--- config.mk ---
export PLATFORM = sky130hd
export DESIGN_NAME = fifo_frame_reader
export DESIGN_NICKNAME = d
export VERILOG_FILES = /design/src/rtl/fifo_frame_reader.sv
export SDC_FILE = /design/constraint.sdc
export NUM_CORES = 1
export LEC_CHECK = 0
export BUFFER_PORTS_ARGS = -buffer_cell sky130_fd_sc_hd__buf_4
export CELL_PAD_IN_SITES_DETAIL_PLACEMENT = 1
export CELL_PAD_IN_SITES_GLOBAL_PLACEMENT = 1
export CORE_MARGIN = 4
export CORE_UTILIZATION = 35
export DETAILED_ROUTE_END_ITERATION = 8
export PLACE_DENSITY = 0.9
export SYNTH_ARGS = -nofsm -noshare
export SYNTH_HDL_FRONTEND = slang
export SYNTH_SLANG_ARGS = --single-unit
--- constraint.sdc ---
create_clock -name clk -period 1.8 [get_ports clk]
set_input_delay 0.36 -clock clk [delete_from_list [all_inputs] [get_ports clk]]
set_output_delay 0.36 -clock clk [all_outputs]
set_load 0.01 [all_outputs]
--- src/rtl/fifo_frame_reader.sv ---
// ============================================================================
// fifo_frame_reader : FIFO read adapter -> registered valid/ready frame stream
// Revision: 1.0
// ============================================================================
`default_nettype none

module fifo_frame_reader #(
   parameter int DATA_WIDTH = 16,
   parameter int FRAME_LEN  = 13,
   parameter int IDX_WIDTH  = 4,
   parameter int FCNT_WIDTH = 16
) (
   input  logic                  clk,
   input  logic                  rst_n,
   input  logic [DATA_WIDTH-1:0] fifo_dout,
   input  logic                  fifo_empty_n,
   output logic                  fifo_deq,
   output logic                  fifo_clr,
   input  logic                  en,
   input  logic                  flush,
   output logic [DATA_WIDTH-1:0] data_o,
   output logic                  valid_o,
   output logic                  last_o,
   input  logic                  ready_i,
   output logic                  frame_done,
   output logic [FCNT_WIDTH-1:0] frame_cnt
);

   localparam logic [IDX_WIDTH-1:0] c_IDX_LAST = IDX_WIDTH'(FRAME_LEN - 1);

   logic [DATA_WIDTH-1:0] r_data;
   logic                  r_valid;
   logic                  r_last;
   logic [IDX_WIDTH-1:0]  r_idx;
   logic                  r_done;
   logic [FCNT_WIDTH-1:0] r_cnt;

   logic w_fire;
   logic w_idx_last;
   logic w_deq;

   assign w_fire     = r_valid & ready_i;
   assign w_idx_last = (r_idx == c_IDX_LAST);
   // A pop is allowed only when the single output slot is free or leaving now.
   assign w_deq      = rst_n & ~flush & en & fifo_empty_n & (~r_valid | ready_i);

   assign fifo_deq   = w_deq;
   assign fifo_clr   = flush;
   assign data_o     = r_data;
   assign valid_o    = r_valid;
   assign last_o     = r_last;
   assign frame_done = r_done;
   assign frame_cnt  = r_cnt;

   always_ff @(posedge clk) begin
      if (!rst_n) begin
         r_data  <= '0;
         r_valid <= 1'b0;
         r_last  <= 1'b0;
         r_idx   <= '0;
         r_done  <= 1'b0;
         r_cnt   <= '0;
      end else begin
         if (flush) begin
            r_valid <= 1'b0;
            r_last  <= 1'b0;
            r_idx   <= '0;
         end else if (w_deq) begin
            r_data  <= fifo_dout;
            r_valid <= 1'b1;
            r_last  <= w_idx_last;
            r_idx   <= w_idx_last ? '0 : r_idx + 1'b1;
         end else if (w_fire) begin
            r_valid <= 1'b0;
            r_last  <= 1'b0;
         end
         // A last-word handshake during flush still counts, but is not pulsed.
         r_done <= w_fire & r_last & ~flush;
         if (w_fire & r_last) begin
            r_cnt <= r_cnt + 1'b1;
         end
      end
   end

endmodule

`default_nettype wire

== Yosys cells after proc, flatten, opt, wreduce, memory -nomap -nowiden ==
Cells that the tools add are included.
Storage, ports and cells
  register bits: 39
  latch bits: 0
  RAM bits: 0
  ROM bits: 0
  input port bits: 22
  output and inout bits: 37
  logic and storage cells: 27
  memories: 0
Cells by class
  add/sub/neg operators: 2
  $mul: 0
  divide/modulo/power cells: 0
  magnitude comparators: 0
  eq/ne operators: 1
  shifts and indexed selects: 0
  mux-type cells: 4
  bitwise logic cells: 11
  reduce and logical (&&, ||, !) cells: 3
Operators by type and width (number)
  16-bit by 1-bit adder with 16-bit output, second input constant: 1
  1-bit AND: 7
  4-bit by 1-bit adder with 4-bit output, second input constant: 1
  4-bit equality test, second input constant: 1
  4-bit two-way mux: 1
  1-bit two-way mux: 3
  1-bit NOT: 3
  2-bit AND reduction: 1
  2-bit nonzero test: 1
  2-bit OR reduction: 1
  1-bit bitwise OR: 1

== Logic depth before layout (Yosys ltp) ==
  depth in word-level cells: 6
  mapped depth: 6
  depth with buffers taken out: 5

== Least setup slack after synthesis ==
OpenSTA, ideal clock, no wires.
  path type: register to register
  start: register r_cnt[0] (netlist: frame_cnt[0])
  end: register r_cnt[12] (netlist: frame_cnt[12])
  data arrival time: 1.368 ns
  slack: 0.317 ns
  cell stages (with the launch flop): 6
  buffers on the path: 0
  period minus slack after synthesis: 1.483 ns
  path through: dfxtp_1 ha_1 nand4_2 nor4_1 xor2_1 and2_1
On the way
  longest elaborated chain between the ends: 1
Ends and longest elaborated chain
  from (decl): RTL line 36  | logic [FCNT_WIDTH-1:0] r_cnt;
  from (signal assigned): RTL line 80  | r_cnt <= r_cnt + 1'b1;
  16-bit by 1-bit adder with 16-bit output: RTL line 80
No other way between the ends.
A chain may end at the register's enable or synchronous reset.

== Worst setup path in the final report ==
  start: register r_valid (netlist: valid_o)
  end: output port fifo_deq
On the way
  longest elaborated chain between the ends: 3
Ends and longest elaborated chain
  from (decl): RTL line 32  | logic r_valid;
  from (signal assigned): RTL line 58  | r_valid <= 1'b0;
  from (signal assigned): RTL line 65  | r_valid <= 1'b0;
  from (signal assigned): RTL line 70  | r_valid <= 1'b1;
  1-bit NOT: RTL line 45  | assign w_deq = rst_n & ~flush & en & fifo_empty_n & (~r_valid | ready_i);
  1-bit bitwise OR: RTL line 45
  1-bit AND: RTL line 45
  to (decl): RTL line 17  | output logic fifo_deq,
No other way between the ends.

==> metrics <==
Post-Syn Nets 218; Seq/Total Area, Yosys 0.465; # IOs 59; CORE AREA 4500 µm²; fmax between 500 and 600 MHz; Max Cap Viol 0; count leader, synth nand2_1; I/O Buffers 58; Setup Buffers After CTS 0; EDFF count, synth 0; # fillers 553; Yosys warning count 0; Distinct cells, synth 31; Setup TNS 0 ns; total power 1.62 mW; Post-Route WL 4.49 mm; crit-path max FO 7; asr flop ratio synth 0; placed instance area about 2200 µm²; area delta synth->final 35.1%; max-slew violations 0; via count around 1500; Final setup viols 0; # nets final ~280; Root Driver clkbuf_8; synth cell count leaders nand2_1 (46), dfxtp_1 (39), a21boi_0 (18); ANT nets after route 0; worst min path class input pin to flip-flop; crit share post-route 0.934; Synth Cell Area 1680 µm²; P per Cell Area 716 nW/µm²; top cell type's share of synthesized area 0.465; initial antenna violation count 0; Clock transition at path regs 0.08 ns; Die Ht 77.2 µm; TritonCTS Buffers 5; H-tree depth 2; placer congestion estimate ~0.78; post-layout minimum cycle time 1.68 ns; DIE AREA just under 6000 µm²; Avg WL per Cell roughly 15 µm; RSZ-0062 raised after global routing no; Worst setup SP type flip-flop; CTS Hold Bufs 0; synthesized area per cell 8.69 µm²; first-pass GRT wire length 7.56 mm; GRT Util Overall 0.155; leakage 1.01 nW; Slew @ Worst Pin 0.334 ns; CTS tree built; clock latency on the worst-skew pair 0.28 ns; main area contributors after synthesis dfxtp_1 (47%), nand2_1 (10%), a21boi_0 (8.1%); Setup Skew between 0.005 and 0.006 ns; vias in the first global route approximately 1700; CP Class flip-flop to output port; Main synth FF type dfxtp_1; Final Cell Area 2270 µm²; gr ovfl total 0; Initial Util 0.372; Final Hold Viols 0; First-pass DRT Iterations 4; share of post-route cells with drive strength above 1 0.291; CP Capture Type output port; largest net degree at the start of global routing 38; DRT iter0 DRCs 69; Yosys top cell by area dfxtp_1; Die Span X between 70 and 80 µm; status finished clean; DPL Wire Length 3.30 mm; number of vias per cell 5.00; CTS max path bufs 2; flops & latches, synth 39; worst vdd ir 351 µV; worst endpoint data arrival time 1.32 ns; DRC 0; Post-Synthesis Cells 193; CTS sink cnt 39; hold_ws 0.332 ns; standard-cell rows 24; Req. time, crit path ~1.4 ns; Slew headroom 0.775; Ant. Diodes 0
worst max-delay path, cell delays in order, from the launching register on:
cell and delay [ns]:
dfxtp_2 0.39, or2b_1 0.26, nand2b_1 0.11, inv_1 0.12, buf_4 0.17
layer usage:
layer  vias up  GRT usage  part of all wire
met1       729      0.174              0.43
met4         0     0.0480             0.010
met2        36      0.287              0.52
li1        762          -                 -
met5         -          0                 0
met3         4     0.0351             0.044
per-stage QoR:
stage	cells	setup slack [ns]	utilization
floorplan	193	0.317	-
global placement	298	0.200	0.481
detailed placement	298	0.164	0.481
CTS	306	0.0260	0.503
global route	306	0.000361	0.503
finish	306	0.118	0.503
placed cells by master (no fill, tap or decap), drive strengths merged, types with 6 or more instances in the layout:
cell type,n
a21boi,18
nor3,6
buf,62
nand2,46
xor2,7
and2,9
dfxtp,39
a21oi,7
nand2b,6
clkbuf,8
nand3,8
path summary, 6_finish.rpt:
path | start | end | slack [ns] | cells after the start
setup reg to reg | frame_cnt[0] | frame_cnt[12] | 0.15 | 5
hold / removal | fifo_dout[3] | data_o[3] | 0.33 | 3
hold reg to reg | data_o[0] | data_o[0] | 0.47 | 2
setup / recovery | valid_o | fifo_deq | 0.12 | 4
timing repair:
item,in CTS,in global routing
setup endpoints to repair,0,1
resized for setup,0,1
endpoints found under the hold margin,0,0
logic make-up after synthesis:
logic type | share of synthesized area
adder cells (fa/ha/maj) | 0.0224
multiplexers | 0.0298
XOR/XNOR | 0.0470
AO/OA/AOI/OAI | 0.120
AND/OR/NAND/NOR | 0.279
buffers and inverters | 0.0365
flip-flops | 0.465
area by class of cell:
class / instances / area [µm²] / share of cell area
Multi-Input combinational cell: 140 / 836 / 0.369
Sequential cell: 39 / 782 / 0.345
Timing Repair Buffer: 62 / 465 / 0.205
Clock buffer: 8 / 100 / 0.0442
Tap cell: 52 / 65.1 / 0.0287
Inverter: 5 / 18.8 / 0.00828
state kept, by name, indices dropped and copies added (netlist names):
signal,count
last_o,1
frame_done,1
frame_cnt,16
r_idx,4
data_o,16
valid_o,1
power breakdown:
| part | switching (mW) | total [mW] | internal, mW |
|---|---|---|---|
| sequential | 0.00576 | 0.876 | 0.871 |
| combinational | 0.0463 | 0.103 | 0.0563 |
| clock | 0.295 | 0.645 | 0.350 |
Note: power is estimated with default switching activity, not from simulation.
